File: config.mk
export PLATFORM = sky130hd
export DESIGN_NAME = pid_error_gen_flat
export DESIGN_NICKNAME = d
export VERILOG_FILES = /design/src/rtl/pid_error_gen_if.sv /design/src/rtl/pid_error_gen.sv /design/src/flat_wrapper.sv
export SDC_FILE = /design/constraint.sdc
export NUM_CORES = 1
export LEC_CHECK = 0
export BUFFER_PORTS_ARGS = -buffer_cell sky130_fd_sc_hd__buf_2
export CAP_MARGIN = 10
export CORE_ASPECT_RATIO = 1.2
export CORE_UTILIZATION = 41
export CTS_BUF_LIST = sky130_fd_sc_hd__clkbuf_8
export DETAILED_ROUTE_END_ITERATION = 8
export PLACE_DENSITY = 0.68
export SETUP_SLACK_MARGIN = 0.02
export SLEW_MARGIN = 0
export SYNTH_ARGS = -nofsm -noshare
export SYNTH_HDL_FRONTEND = slang
export SYNTH_SLANG_ARGS = --single-unit
File: constraint.sdc
create_clock -name clk -period 28.8 [get_ports clk]
set_input_delay 1.44 -clock clk [delete_from_list [all_inputs] [get_ports clk]]
set_output_delay 1.44 -clock clk [all_outputs]
set_load 0.005 [all_outputs]
File: src/rtl/pid_error_gen_if.sv
// PID error interface: the signed error and not_pedaling flag handed from the
// error generator (master) to the PID block (slave).
interface pid_error_gen_if;
   logic signed [12:0] error;
   logic               not_pedaling;

   modport master (output error, output not_pedaling);
   modport slave  (input  error, input  not_pedaling);
endinterface

File: src/rtl/pid_error_gen.sv
// pid_error_gen: conditions cadence, torque, incline and motor current into the
// signed 13-bit error and not_pedaling flag consumed by the PID block.
module pid_error_gen #(
   parameter int          FAST_SIM   = 0,
   parameter logic [11:0] TORQUE_MIN = 12'h380
) (
   input  logic               clk,
   input  logic               rst,
   input  logic               cadence,
   input  logic [11:0]        torque,
   input  logic [11:0]        avg_curr,
   input  logic signed [12:0] incline,
   pid_error_gen_if.master    pid
);

   localparam int WIN_W  = (FAST_SIM != 0) ? 12 : 24;
   localparam int TICK_W = (FAST_SIM != 0) ? 8 : 14;
   localparam logic [WIN_W-1:0]  WIN_ONE  = {{(WIN_W-1){1'b0}}, 1'b1};
   localparam logic [TICK_W-1:0] TICK_ONE = {{(TICK_W-1){1'b0}}, 1'b1};

   logic              cad_sync1_r;
   logic              cad_sync2_r;
   logic              cad_sync3_r;
   logic [WIN_W-1:0]  win_cnt_r;
   logic [4:0]        edge_cnt_r;
   logic [4:0]        cadence_filt_r;
   logic              not_pedaling_r;
   logic [15:0]       tq_acc_r;
   logic [TICK_W-1:0] tick_cnt_r;
   logic [13:0]       cu_acc_r;
   logic [12:0]       error_r;

   logic              cad_rise_s;
   logic              win_done_s;
   logic              curr_tick_s;
   logic [4:0]        edge_inc_s;
   logic [4:0]        filt_next_s;
   logic [11:0]       avg_torque_s;
   logic [11:0]       torque_off_s;
   logic [11:0]       curr_filt_s;
   logic [11:0]       target_s;
   logic [8:0]        incline_factor_s;
   logic [20:0]       tq_prod_s;
   logic [12:0]       t1_s;
   logic [17:0]       t2_prod_s;
   logic [13:0]       t2_s;
   logic [12:0]       error_next_s;

   assign cad_rise_s   = cad_sync2_r & ~cad_sync3_r;
   assign win_done_s   = &win_cnt_r;
   assign curr_tick_s  = &tick_cnt_r;
   assign edge_inc_s   = (&edge_cnt_r) ? edge_cnt_r : edge_cnt_r + 5'd1;
   assign filt_next_s  = cad_rise_s ? edge_inc_s : edge_cnt_r;
   assign avg_torque_s = tq_acc_r[15:4];
   assign curr_filt_s  = cu_acc_r[13:2];

   // Torque dead-band removal and incline clamp; in-range incline + 256 is an MSB flip.
   always_comb begin
      torque_off_s     = 12'd0;
      incline_factor_s = 9'd0;
      if (avg_torque_s > TORQUE_MIN) begin
         torque_off_s = avg_torque_s - TORQUE_MIN;
      end else begin
         torque_off_s = 12'd0;
      end
      if (incline > 13'sd255) begin
         incline_factor_s = 9'd511;
      end else if (incline < -13'sd256) begin
         incline_factor_s = 9'd0;
      end else begin
         incline_factor_s = {~incline[8], incline[7:0]};
      end
   end

   assign tq_prod_s = {9'd0, torque_off_s} * {12'd0, incline_factor_s};
   assign t1_s      = 13'(tq_prod_s >> 8);
   assign t2_prod_s = {5'd0, t1_s} * {13'd0, cadence_filt_r};
   assign t2_s      = 14'(t2_prod_s >> 4);

   // Target current saturates at full scale.
   always_comb begin
      target_s = 12'd0;
      if (|t2_s[13:12]) begin
         target_s = 12'hFFF;
      end else begin
         target_s = t2_s[11:0];
      end
   end

   assign error_next_s = {1'b0, target_s} - {1'b0, curr_filt_s};

   // Cadence synchronizer plus edge-detect flop.
   always_ff @(posedge clk) begin
      if (rst) begin
         cad_sync1_r <= 1'b0;
         cad_sync2_r <= 1'b0;
         cad_sync3_r <= 1'b0;
      end else begin
         cad_sync1_r <= cadence;
         cad_sync2_r <= cad_sync1_r;
         cad_sync3_r <= cad_sync2_r;
      end
   end

   // Measurement window: an edge arriving with win_done still counts in the closing window.
   always_ff @(posedge clk) begin
      if (rst) begin
         win_cnt_r      <= {WIN_W{1'b0}};
         edge_cnt_r     <= 5'd0;
         cadence_filt_r <= 5'd0;
         not_pedaling_r <= 1'b1;
      end else begin
         win_cnt_r <= win_cnt_r + WIN_ONE;
         if (win_done_s) begin
            cadence_filt_r <= filt_next_s;
            not_pedaling_r <= (filt_next_s < 5'd2);
            edge_cnt_r     <= 5'd0;
         end else if (cad_rise_s) begin
            edge_cnt_r <= edge_inc_s;
         end else begin
            edge_cnt_r <= edge_cnt_r;
         end
      end
   end

   // Torque averager, sampled once per pedal stroke and frozen while not pedaling.
   always_ff @(posedge clk) begin
      if (rst) begin
         tq_acc_r <= 16'd0;
      end else if (cad_rise_s && !not_pedaling_r) begin
         tq_acc_r <= tq_acc_r - {4'd0, tq_acc_r[15:4]} + {4'd0, torque};
      end else begin
         tq_acc_r <= tq_acc_r;
      end
   end

   // Current averager on the slow tick.
   always_ff @(posedge clk) begin
      if (rst) begin
         tick_cnt_r <= {TICK_W{1'b0}};
         cu_acc_r   <= 14'd0;
      end else begin
         tick_cnt_r <= tick_cnt_r + TICK_ONE;
         if (curr_tick_s) begin
            cu_acc_r <= cu_acc_r - {2'd0, cu_acc_r[13:2]} + {2'd0, avg_curr};
         end else begin
            cu_acc_r <= cu_acc_r;
         end
      end
   end

   // Registered error, forced to zero when the rider is not pedaling.
   always_ff @(posedge clk) begin
      if (rst) begin
         error_r <= 13'd0;
      end else if (not_pedaling_r) begin
         error_r <= 13'd0;
      end else begin
         error_r <= error_next_s;
      end
   end

   assign pid.error        = error_r;
   assign pid.not_pedaling = not_pedaling_r;

endmodule

File: src/flat_wrapper.sv
// flat-port wrapper written by rule: the top's interface ports become plain ports
module pid_error_gen_flat 
#(
   parameter int          FAST_SIM   = 0,
   parameter logic [11:0] TORQUE_MIN = 12'h380
)
  (clk, rst, cadence, torque, avg_curr, incline, pid_error, pid_not_pedaling);
  pid_error_gen_if pid_i ();
  input  logic clk;
  input  logic rst;
  input  logic cadence;
  input  logic [11:0] torque;
  input  logic [11:0] avg_curr;
  input  logic signed [12:0] incline;
  output wire logic [$bits(pid_i.error)-1:0] pid_error;
  output wire logic [$bits(pid_i.not_pedaling)-1:0] pid_not_pedaling;
  assign pid_error = pid_i.error;
  assign pid_not_pedaling = pid_i.not_pedaling;
  pid_error_gen #(.FAST_SIM(FAST_SIM), .TORQUE_MIN(TORQUE_MIN)) u_core (.clk(clk), .rst(rst), .cadence(cadence), .torque(torque), .avg_curr(avg_curr), .incline(incline), .pid(pid_i));
endmodule
==> results by group, run 1 <==
Global route
  – Pin count of the biggest net entering global routing: 86
  – Vias in the first global route: 8,818
  – First-pass GRT wire length: 41.50 mm
  – Initial antenna violation count: 0
  – GRT overflow: 0
  – Total Routing Usage GR: 0.1872

Min path
  – Hold Crit Class: flop to flop
  – Hold path cells: 1

Timing
  – Worst-Margin Slew: 0.9177 ns
  – Max-slew headroom: 0.3864
  – Final Hold Viols: 0
  – Slew Limit Fails: 0
  – Final period utilization: 0.4647
  – Final worst path period need: 13.38 ns
  – Final worst slack: 15.42 ns
  – RSZ-0062 raised after global routing: false
  – Setup TNS: 0 ns
  – Clock skew: 0.01931 ns
  – Final setup vio count: 0
  – Fmax: 74.73 MHz

Status
  – Status: finished, final reports clean

Detailed routing
  – DR WL/cell: 13.49 um
  – Initial DRC count: 309
  – Antenna Nets Post-Route: 0
  – Vias per cell: 5.072
  – DRC viols: 0
  – DR vias: 8,831
  – Routed WL: 23.48 mm
  – TritonRoute pass-1 iters: 5

Yosys
  – Commonest cells post-synth: inv_1, nand2_1, nor2_1
  – Synth Instances: 1,371
  – Syn_area_per_cell: 8.039 sq um
  – Main area contributors after synthesis: fa_1, dfxtp_1, ha_1, inv_1, nand2_1
  – Top cell type's share of synthesized area: 0.2307
  – Ys flop type: dfxtp_1
  – Post-synth EDFFs: 0
  – Yosys top cell by area: fa_1
  – Post-synthesis sequential area ratio: 0.1726
  – Top-count cell post-synth: inv_1
  – Async SR Flop Fraction: 0
  – Net Count, Synth: 1,647
  – Cell Area, Synth: 11,020 sq um
  – Yosys warnings: 0
  – Synthesized flop and latch total: 95
  – Synth cell types: 60

Placement
  – Final GP Congestion: 0.9063
  – IO Port Bufs: 53
  – Area post-placement: 11,580 sq um
  – Dpl hpwl: 19.16 mm
  – Place WS: 15.10 ns

Worst setup path
  – Critical path fanouts, max: 16
  – Worst path arrival time: 13.69 ns
  – Most frequent CP cell: fa_1
  – CP peak stage delay: 0.59 ns
  – Slowest-stage cell, CP: nor2_1
  – Critical path endpoint category: flop
  – Startpoint Class: input pin
  – Worst reg2reg path depth: 52
  – WP data required: 29.11 ns
  – CP Depth: 51
  – CP delay by family, top: compound AO/OA/AOI/OAI gates
  – Worst reg-to-reg setup slack: 15.88 ns
  – Worst path buffer plus inverter count: 6
  – Critical setup path kind: input pin to flop

Floorplanning
  – Core Rows: 65
  – Total core area: 26,350 sq um
  – Die Width: 151.7 um
  – Top Ports: 54
  – DIE HEIGHT: 181.6 um
  – Die Footprint: 27,550 sq um
  – Starting Density: 0.4183

Finish
  – Share of post-route cells with drive strength above 1: 0.06117
  – Final std cell area, no fill: 11,780 sq um
  – N_diodes: 0
  – Nets: 1,677
  – P&R area growth vs syn: 6.891%

Pwr
  – Power Total: 0.2596 mW
  – Seq pwr share: 0.512
  – Switching share of power: 0.3025
  – Peak VDD IR: 0.02601 mV
  – Clock share of power: 0.347
  – Combinational Power Share: 0.141
  – Switch Pwr: 0.07851 mW
  – Power Density: 22.03 nW/um^2
  – Leak Pwr: 5.920 nW
  – Internal power: 0.1810 mW

Clock tree
  – Setup Fix Bufs, Post-CTS: 0
  – CTS Sinks: 95
  – CTS tree: done
  – Post-cts sizing count: 0
  – Root buffer cell: clkbuf_8
  – H-tree levels: 3
  – Clk slew on worst S/H paths: 0.10 ns
  – Num CTS Buffers: 9
  – Max Root-Sink Buffers: 2
  – Clock Latency Late Sink: 0.40 ns
  – CTS Hold Buffers Added: 0

Flow run
  – Max-cap violation count: 0
## layout make-up
class / instances / area (sq um)
timing repair buffer: 56 / 287.8
inverter: 249 / 934.6
tap: 335 / 419.2
multi-input combinational: 990 / 8041
sequential: 95 / 1902
clock inverter: 7 / 72.57
clock buffer: 9 / 123.9
fill: 2678 / 14570
## path summary, 6_finish.rpt
| path | endpoint | startpoint |
|---|---|---|
| worst max-delay path | u_core.pid.error[12] | incline[12] |
| worst min-delay path | u_core.tick_cnt_r[0] | u_core.tick_cnt_r[0] |
| worst max register to register | u_core.pid.error[12] | u_core.tq_acc_r[11] |
| worst min register to register | u_core.tick_cnt_r[0] | u_core.tick_cnt_r[0] |
## layer usage
metal  wire length (um)  vias up  track usage
li1                   -     4400            -
met1              10650     4250       0.2446
met2              11420      144       0.3151
met3                772       37      0.02387
met4                647        0      0.06257
met5                  0        -            0
## per-stage QoR
| stage | utilization | hold slack, ns | std cells |
|---|---|---|---|
| global route | 0.4471 | 0.4773 | 1741 |
| global placement | 0.4396 | 0.4283 | 1725 |
| detailed placement | 0.4396 | 0.4329 | 1725 |
| floorplan | - | 0.4138 | 1371 |
| finish | 0.4471 | 0.4530 | 1741 |
| CTS | 0.4471 | 0.4580 | 1741 |
## power groups by stage
stage	Clock [mW]	Combinational (mW)	Sequential, mW
floorplan	0	0.0271	0.136
global placement	0	0.0355	0.136
detailed placement	0	0.0365	0.136
CTS	0.0938	0.0367	0.133
global route	0.0986	0.0418	0.133
finish	0.0901	0.0365	0.133
## state kept, by name (all words and copies together), names as in the netlist, 5 cells and up
name and flops:
u_core.cadence_filt_r 5, u_core.win_cnt_r 24, u_core.pid.error 13, u_core.cu_acc_r 14, u_core.tq_acc_r 16, u_core.tick_cnt_r 14
u_core.edge_cnt_r 5
## layout by cell type (no fill, tap or decap), drive strengths merged, types with 3 or more instances in the layout
master    n
a211oi   13
a21boi    7
a21o     14
a21oi    61
a221oi    4
a31oi     3
a41oi     3
and2     45
and3     29
buf      56
clkbuf    9
dfxtp    95
fa      127
ha      109
inv     253
nand2   151
nand2b   10
nand3    31
nand4    10
nor2    147
nor2b    16
nor3     26
o21a     10
o21ai    49
o31ai     3
or2       7
or3      16
xnor2    41
xor2     32
## kinds of logic (layout without fill, tap and decap cells)
family,count (synthesis),after routing,share of synthesized area
flip-flops,95,95,0.1726
buffers and inverters,286,321,0.09785
AO/OA/AOI/OAI,182,182,0.1046
XOR/XNOR,73,73,0.05801
adder cells (fa/ha/maj),236,236,0.3544
multiplexers,2,2,0.001816
AND/OR/NAND/NOR,497,497,0.2108
No activity file was read; power rests on OpenSTA's default activity.
==> run 2: changes to the inputs <==
- ABC_AREA: default -> 1
- PLACE_DENSITY: 0.68 -> 0.7
- clock period: 28.8 -> 11.97 ns (I/O delays scaled with it)
==> run 2 against run 1 <==
Effect of this change:
- critical path depth is 8 higher
- clock skew is 0.0039 ns lower
- via count is 8.4% higher
- combinational power grew to 2.6 times the previous value
- wire length is 3.0% higher
- area after synthesis is 3.0% higher
- sequential share of layout area is 0.71 points lower
- first-iteration DRC count is 66% higher
- total power is 150% higher
- synthesized cell count is 12% higher
- count of clock-buffer cells in the layout stayed put
- cell area is 4.7% higher
==> results by group, run 2 <==
Status
  – Status: finished, final reports clean

Timing
  – Final worst path period need: 11.21 ns
  – Fmax: 89.22 MHz
  – Setup TNS: 0 ns (unchanged)
  – Max-slew headroom: 0.4638 (+0.07745)
  – Worst-Margin Slew: 0.8042 ns (-0.1134 ns)
  – Final setup vio count: 0 (unchanged)
  – Clock skew: 0.01541 ns (-0.003901 ns)
  – Final period utilization: 0.9364
  – RSZ-0062 raised after global routing: false
  – Slew Limit Fails: 0 (unchanged)
  – Final Hold Viols: 0 (unchanged)
  – Hold_ws: 0.4248 ns (-0.02819 ns)

Floorplanning
  – Die Width: 153.9 um (+1.5%)
  – Die Footprint: 28,360 sq um (+3.0%)
  – DIE HEIGHT: 184.3 um (+1.5%)
  – Total core area: 27,170 sq um (+3.1%)
  – Core Rows: 66 (+1.5%)
  – Top Ports: 54 (unchanged)
  – Starting Density: 0.4179 (about the same)

Pwr
  – Combinational Power Share: 0.146 (+0.005)
  – Internal power: 0.4713 mW (+160%)
  – Clock share of power: 0.360 (+0.013)
  – Leak Pwr: 6.470 nW (+9.3%)
  – Seq pwr share: 0.495 (-0.017)
  – Switching share of power: 0.2711 (-0.03138)
  – Switch Pwr: 0.1753 mW (+120%)
  – Power Density: 52.41 nW/um^2 (+140%)
  – Peak VDD IR: 0.06145 mV (+140%)

Clock tree
  – H-tree levels: 3 (unchanged)
  – CTS tree: done
  – Num CTS Buffers: 9 (unchanged)
  – Clk slew on worst S/H paths: 0.10 ns (about the same)
  – Max Root-Sink Buffers: 2 (unchanged)
  – Clock Latency Late Sink: 0.38 ns (-0.02 ns)
  – CTS Hold Buffers Added: 0 (unchanged)
  – CTS Sinks: 95 (unchanged)
  – Root buffer cell: clkbuf_8

Detailed routing
  – DR WL/cell: 12.50 um (-7.3%)
  – DR vias: 9,575 (+8.4%)
  – Metal-1 WL: 10.46 mm (-1.8%)
  – DRC viols: 0 (unchanged)
  – Highest metal used: met4
  – Vias per cell: 4.948 (-2.4%)
  – Routed WL: 24.20 mm (+3.0%)
  – Wire length on met2: 12.54 mm (+9.8%)
  – TritonRoute pass-1 iters: 5 (unchanged)
  – Initial DRC count: 512 (+66%)
  – Metal3 WL: 630 um (-18%)
  – Antenna Nets Post-Route: 0 (unchanged)

Yosys
  – Post-synthesis sequential area ratio: 0.1675 (-0.005039)
  – Top cell type's share of synthesized area: 0.2239 (-0.006737)
  – Yosys top cell by area: fa_1
  – Main area contributors after synthesis: fa_1, dfxtp_1, inv_1, ha_1, nand2_1
  – Async SR Flop Fraction: 0 (unchanged)
  – Synth Instances: 1,533 (+12%)
  – Synthesized flop and latch total: 95 (unchanged)
  – Ys flop type: dfxtp_1
  – Cell Area, Synth: 11,350 sq um (+3.0%)
  – Net Count, Synth: 1,809 (+9.8%)
  – Synth cell types: 57 (-5.0%)
  – Yosys warnings: 0 (unchanged)
  – Syn_area_per_cell: 7.406 sq um (-7.9%)
  – Post-synth EDFFs: 0 (unchanged)
  – Commonest cells post-synth: inv_1, nand2_1, nor2_1
  – Top-count cell post-synth: inv_1

Worst setup path
  – CP delay by family, top: adder cells
  – WP data required: 12.28 ns (-16.83 ns)
  – Worst path arrival time: 11.52 ns (-2.17 ns)
  – Critical path endpoint category: flop
  – Startpoint Class: flop
  – Critical path fanouts, max: 6 (-10)
  – Critical setup path kind: flop to flop
  – Slowest-stage cell, CP: fa_1
  – Worst path buffer plus inverter count: 10 (+4)
  – Most frequent CP cell: inv_1
  – CP peak stage delay: 0.55 ns (-0.04 ns)

Global route
  – Initial antenna violation count: 0 (unchanged)
  – Total Routing Usage GR: 0.1834 (-0.003760)
  – First-pass GRT wire length: 42.75 mm (+3.0%)
  – Pin count of the biggest net entering global routing: 43 (-50%)
  – GRT overflow: 0 (unchanged)
  – Vias in the first global route: 9,758 (+11%)

Finish
  – Biggest register: u_core.win_cnt_r
  – Fill cell count: 2,692 (+0.52%)
  – Share of post-route cells with drive strength above 1: 0.09843 (+0.03727)
  – P&R area growth vs syn: 8.662%
  – Commonest non-fill, non-tap cell in the layout: inv_1
  – Post-route insts no fill: 1,935 (+11%)
  – N_diodes: 0 (unchanged)
  – Most frequent cells in the layout: inv_1, nand2_1, nor2_1
  – Nets: 1,868 (+11%)
  – Largest registers: u_core.win_cnt_r x24, u_core.tq_acc_r x16
  – Max FFs per register: 24 (unchanged)

Min path
  – Hold Crit Class: input pin to flop

Placement
  – Dpl hpwl: 19.99 mm (+4.3%)
  – Final GP Congestion: 0.9131 (+0.75%)
  – Dpl cells: 1,914 (+11%)
  – IO Port Bufs: 53 (unchanged)

Flow run
  – Max-cap violation count: 0 (unchanged)
-- run 2: changes by cell type after synthesis, sizes merged, moves of 16 or more --
| cell | previous run | this run |
|---|---|---|
| inv | 249 | 382 |
| xnor2 | 41 | 15 |
| a21oi | 61 | 122 |
| and3 | 29 | 0 |
| nor2 | 147 | 187 |
| and2 | 45 | 1 |
| or3 | 16 | 0 |
| nand2 | 151 | 222 |
| o21ai | 49 | 92 |
| nor2b | 16 | 0 |
| clkbuf | 31 | 13 |
-- run 2: layout make-up --
type                    count  area, sq um  share of cell area
multi-input cells        1032         7971              0.6461
flip-flops and latches     95         1904              0.1544
inverters                 386         1450              0.1175
well taps                 340        425.4             0.03448
repair buffers             68        377.9             0.03063
clock buffers               9        123.9             0.01004
clock inverters             5        83.83            0.006795
-- run 2: power by group through the flow --
stage / sequential (mW) / combinational [mW] / clock, mW
2_1_floorplan: 0.327 / 0.0683 / 0
3_3_place_gp: 0.327 / 0.0913 / 0
3_5_place_dp: 0.327 / 0.0936 / 0
4_1_cts: 0.320 / 0.0944 / 0.238
5_1_grt: 0.320 / 0.108 / 0.250
6_report: 0.320 / 0.0942 / 0.233
-- run 2: repair_timing --
item	4_1_cts	5_1_grt
resized for setup	0	18
setup buffers	0	6
endpoints found under the hold margin	0	0
setup endpoints to repair	0	7
-- run 2: cells by family after synthesis --
kind of cell,count (synthesis),share of synthesized area
and+or+nand+nor,501,0.1962
DFF,95,0.1675
AOI/OAI and AO/OA,246,0.1179
xor gates and xnor gates,48,0.03769
buffers and inverters,407,0.1367
adders and majority gates,236,0.3441
-- run 2: worst paths after layout --
path,startpoint,endpoint,slack (ns),cells after the start
worst max-delay path,u_core.tq_acc_r[14],u_core.pid.error[12],0.76,59
worst min-delay path,cadence,u_core.cad_sync1_r,0.42,3
worst max register to register,u_core.tq_acc_r[14],u_core.pid.error[12],0.76,59
worst min register to register,u_core.cad_sync1_r,u_core.cad_sync2_r,0.43,2
-- run 2: layer usage --
layer | global-route usage | up-vias
li1 | - | 4838
met1 | 0.2135 | 4551
met2 | 0.3464 | 145
met3 | 0.01905 | 41
met4 | 0.06480 | 0
met5 | 0 | -
-- run 2: tightest hold or removal path: stages --
cell	delay [ns]
buf_2	0.07
inv_1	0.03
nor2_1	0.06
-- run 2: stage by stage --
stage | total power [mW] | cell area, sq um | worst slack (ns) | utilization
global placement | 0.4183 | 12010 | 0.5665 | 0.4421
CTS | 0.6523 | 12220 | 0.2096 | 0.4497
global route | 0.6775 | 12340 | 0.01506 | 0.4541
finish | 0.6466 | 12340 | 0.7614 | 0.4541
floorplan | 0.3951 | 11350 | 1.372 | -
detailed placement | 0.4208 | 12010 | 0.2108 | 0.4421
==> run 3: changes to the inputs <==
- ABC_AREA: 1 -> 0
- CELL_PAD_IN_SITES_DETAIL_PLACEMENT: default -> 1
- CELL_PAD_IN_SITES_GLOBAL_PLACEMENT: default -> 1
- PLACE_DENSITY: 0.7 -> 0.86
==> run 3 against run 2 <==
Effect of this change:
- fmax fell by 2.1%
- critical path type unchanged
- highest routed layer unchanged
- combinational power grew 2.8%
- utilization rose by 1.1 points
- register-to-register slack worse by 0.24 ns
- global-route usage rose by 4.0 points
- final cell count decreased by 8.2%
- sequential cell count is the same
==> results by group, run 3 (same netlist as run 1, synthesis figures left out) <==
Global route
  – First-pass GRT wire length: 49.25 mm (+15%)
  – GRT overflow: 0 (unchanged)
  – Vias in the first global route: 10,381 (+6.4%)
  – Total Routing Usage GR: 0.2232 (+0.03978)
  – Initial antenna violation count: 0 (unchanged)
  – Pin count of the biggest net entering global routing: 49 (+14%)

Timing
  – Clock skew: 0.02677 ns (+0.01136 ns)
  – Worst-Margin Slew: 0.9446 ns (+0.1404 ns)
  – RSZ-0062 raised after global routing: true
  – Fmax: 87.35 MHz (-2.1%)
  – Slew Limit Fails: 0 (unchanged)
  – Max-slew headroom: 0.3703 (-0.09358)
  – Final Hold Viols: 0 (unchanged)
  – Final setup vio count: 0 (unchanged)
  – Final worst slack: 0.5222 ns (-0.2392 ns)
  – Final period utilization: 0.9564 (+0.01998)
  – Final worst path period need: 11.45 ns (+0.2392 ns)

Detailed routing
  – Antenna Nets Post-Route: 0 (unchanged)
  – TritonRoute pass-1 iters: 4 (-1)
  – Routed WL: 28.98 mm (+20%)
  – DR vias: 9,345 (-2.4%)
  – Vias per cell: 5.262 (+6.3%)
  – DRC viols: 0 (unchanged)
  – DR WL/cell: 16.32 um (+31%)
  – Initial DRC count: 246 (-52%)

Pwr
  – Combinational Power Share: 0.148 (+0.002)
  – Peak VDD IR: 0.06080 mV (-1.1%)
  – Power Density: 53.43 nW/um^2 (+2.0%)
  – Seq pwr share: 0.488 (-0.007)
  – Switch Pwr: 0.1939 mW (+11%)
  – Leak Pwr: 6.157 nW (-4.8%)
  – Switching share of power: 0.2961 (+0.02504)
  – Internal power: 0.4610 mW (-2.2%)
  – Clock share of power: 0.364 (+0.004)

Finish
  – Biggest register: u_core.win_cnt_r
  – Commonest non-fill, non-tap cell in the layout: inv_1
  – Nets: 1,712 (-8.4%)
  – Most frequent cells in the layout: inv_1, nand2_1, nor2_1
  – Max FFs per register: 24 (unchanged)
  – Largest registers: u_core.win_cnt_r x24, u_core.tq_acc_r x16
  – N_diodes: 0 (unchanged)
  – Final std cell area, no fill: 12,260 sq um (-0.65%)
  – P&R area growth vs syn: 11.20%
  – Share of post-route cells with drive strength above 1: 0.1117 (+0.01330)

Worst setup path
  – Critical path fanouts, max: 22 (+16)
  – CP peak stage delay: 0.55 ns (about the same)
  – Critical setup path kind: flop to flop
  – WP data required: 12.24 ns (-0.04 ns)
  – Slowest-stage cell, CP: fa_1
  – Critical path endpoint category: flop
  – Most frequent CP cell: fa_1
  – Worst path arrival time: 11.72 ns (+0.20 ns)
  – Startpoint Class: flop
  – Worst path buffer plus inverter count: 10 (unchanged)
  – CP delay by family, top: adder cells

Floorplanning
  – Die Width: 151.7 um (-1.4%)
  – Total core area: 26,350 sq um (-3.0%)
  – Top Ports: 54 (unchanged)
  – Die Footprint: 27,550 sq um (-2.9%)
  – DIE HEIGHT: 181.6 um (-1.5%)
  – Starting Density: 0.4183 (about the same)
  – Core Rows: 65 (-1.5%)

Status
  – Status: finished, final reports clean

Clock tree
  – H-tree levels: 3 (unchanged)
  – Num CTS Buffers: 9 (unchanged)
  – Clk slew on worst S/H paths: 0.13 ns (+0.03 ns)
  – Max Root-Sink Buffers: 2 (unchanged)
  – CTS Sinks: 95 (unchanged)
  – Clock Latency Late Sink: 0.40 ns (+0.02 ns)
  – CTS tree: done
  – Root buffer cell: clkbuf_8
  – CTS Hold Buffers Added: 0 (unchanged)

Flow run
  – Max-cap violation count: 0 (unchanged)

Placement
  – Place WS: -0.4678 ns (-0.6787 ns)
  – Dpl hpwl: 23.88 mm (+19%)
  – Final GP Congestion: 0.8850 (-3.1%)
  – Area post-placement: 11,800 sq um (-1.7%)
  – IO Port Bufs: 53 (unchanged)

Min path
  – Hold Crit Class: input pin to flop
-- run 3: metal layers --
metal	vias to the layer above	share of wire	wire length [um]	track usage
met3	68	0.024	708	0.02286
met5	-	0	0	0
met1	4664	0.40	11690	0.2550
met4	0	0.034	992	0.08515
met2	137	0.54	15590	0.4171
li1	4476	-	-	-
-- run 3: worst paths after layout --
kind	startpoint	end	slack (ns)	cells after the start
setup / recovery	u_core.tq_acc_r[7]	u_core.pid.error[10]	0.52	56
hold / removal	cadence	u_core.cad_sync1_r	0.43	2
setup reg to reg	u_core.tq_acc_r[7]	u_core.pid.error[10]	0.52	56
hold reg to reg	u_core.cad_sync1_r	u_core.cad_sync2_r	0.45	1
-- run 3: final cells by class --
| class | count | area, sq um |
|---|---|---|
| sequential | 95 | 1911 |
| timing repair buffer | 91 | 563.0 |
| clock inverter | 7 | 100.1 |
| fill | 3234 | 14090 |
| clock buffer | 9 | 123.9 |
| tap | 335 | 419.2 |
| multi-input combinational | 990 | 8200 |
| inverter | 249 | 939.7 |
-- run 3: power groups by stage --
stage | clock network [mW] | logic [mW] | registers [mW]
floorplan | 0 | 0.0651 | 0.327
finish | 0.239 | 0.0968 | 0.320
detailed placement | 0 | 0.0965 | 0.327
global placement | 0 | 0.0917 | 0.327
global route | 0.254 | 0.109 | 0.320
CTS | 0.245 | 0.0973 | 0.320
-- run 3: timing repair --
action | 4_1_cts | 5_1_grt
setup endpoints to repair | 4 | 6
buffers inserted | 0 | 6
gates resized for setup | 18 | 43
pin swaps | 1 | 15
-- run 3: through the flow --
| step | power (mW) | TNS [ns] | util | hold slack (ns) | std cells |
|---|---|---|---|---|---|
| 2_1_floorplan | 0.3921 | 0 | - | 0.4138 | 1371 |
| 3_3_place_gp | 0.4189 | -0.001359 | 0.4479 | 0.4261 | 1754 |
| 3_5_place_dp | 0.4238 | -1.785 | 0.4479 | 0.4309 | 1754 |
| 4_1_cts | 0.6626 | 0 | 0.4585 | 0.4224 | 1770 |
| 5_1_grt | 0.6830 | -0.2245 | 0.4651 | 0.4318 | 1776 |
| 6_report | 0.6549 | 0 | 0.4651 | 0.4323 | 1776 |
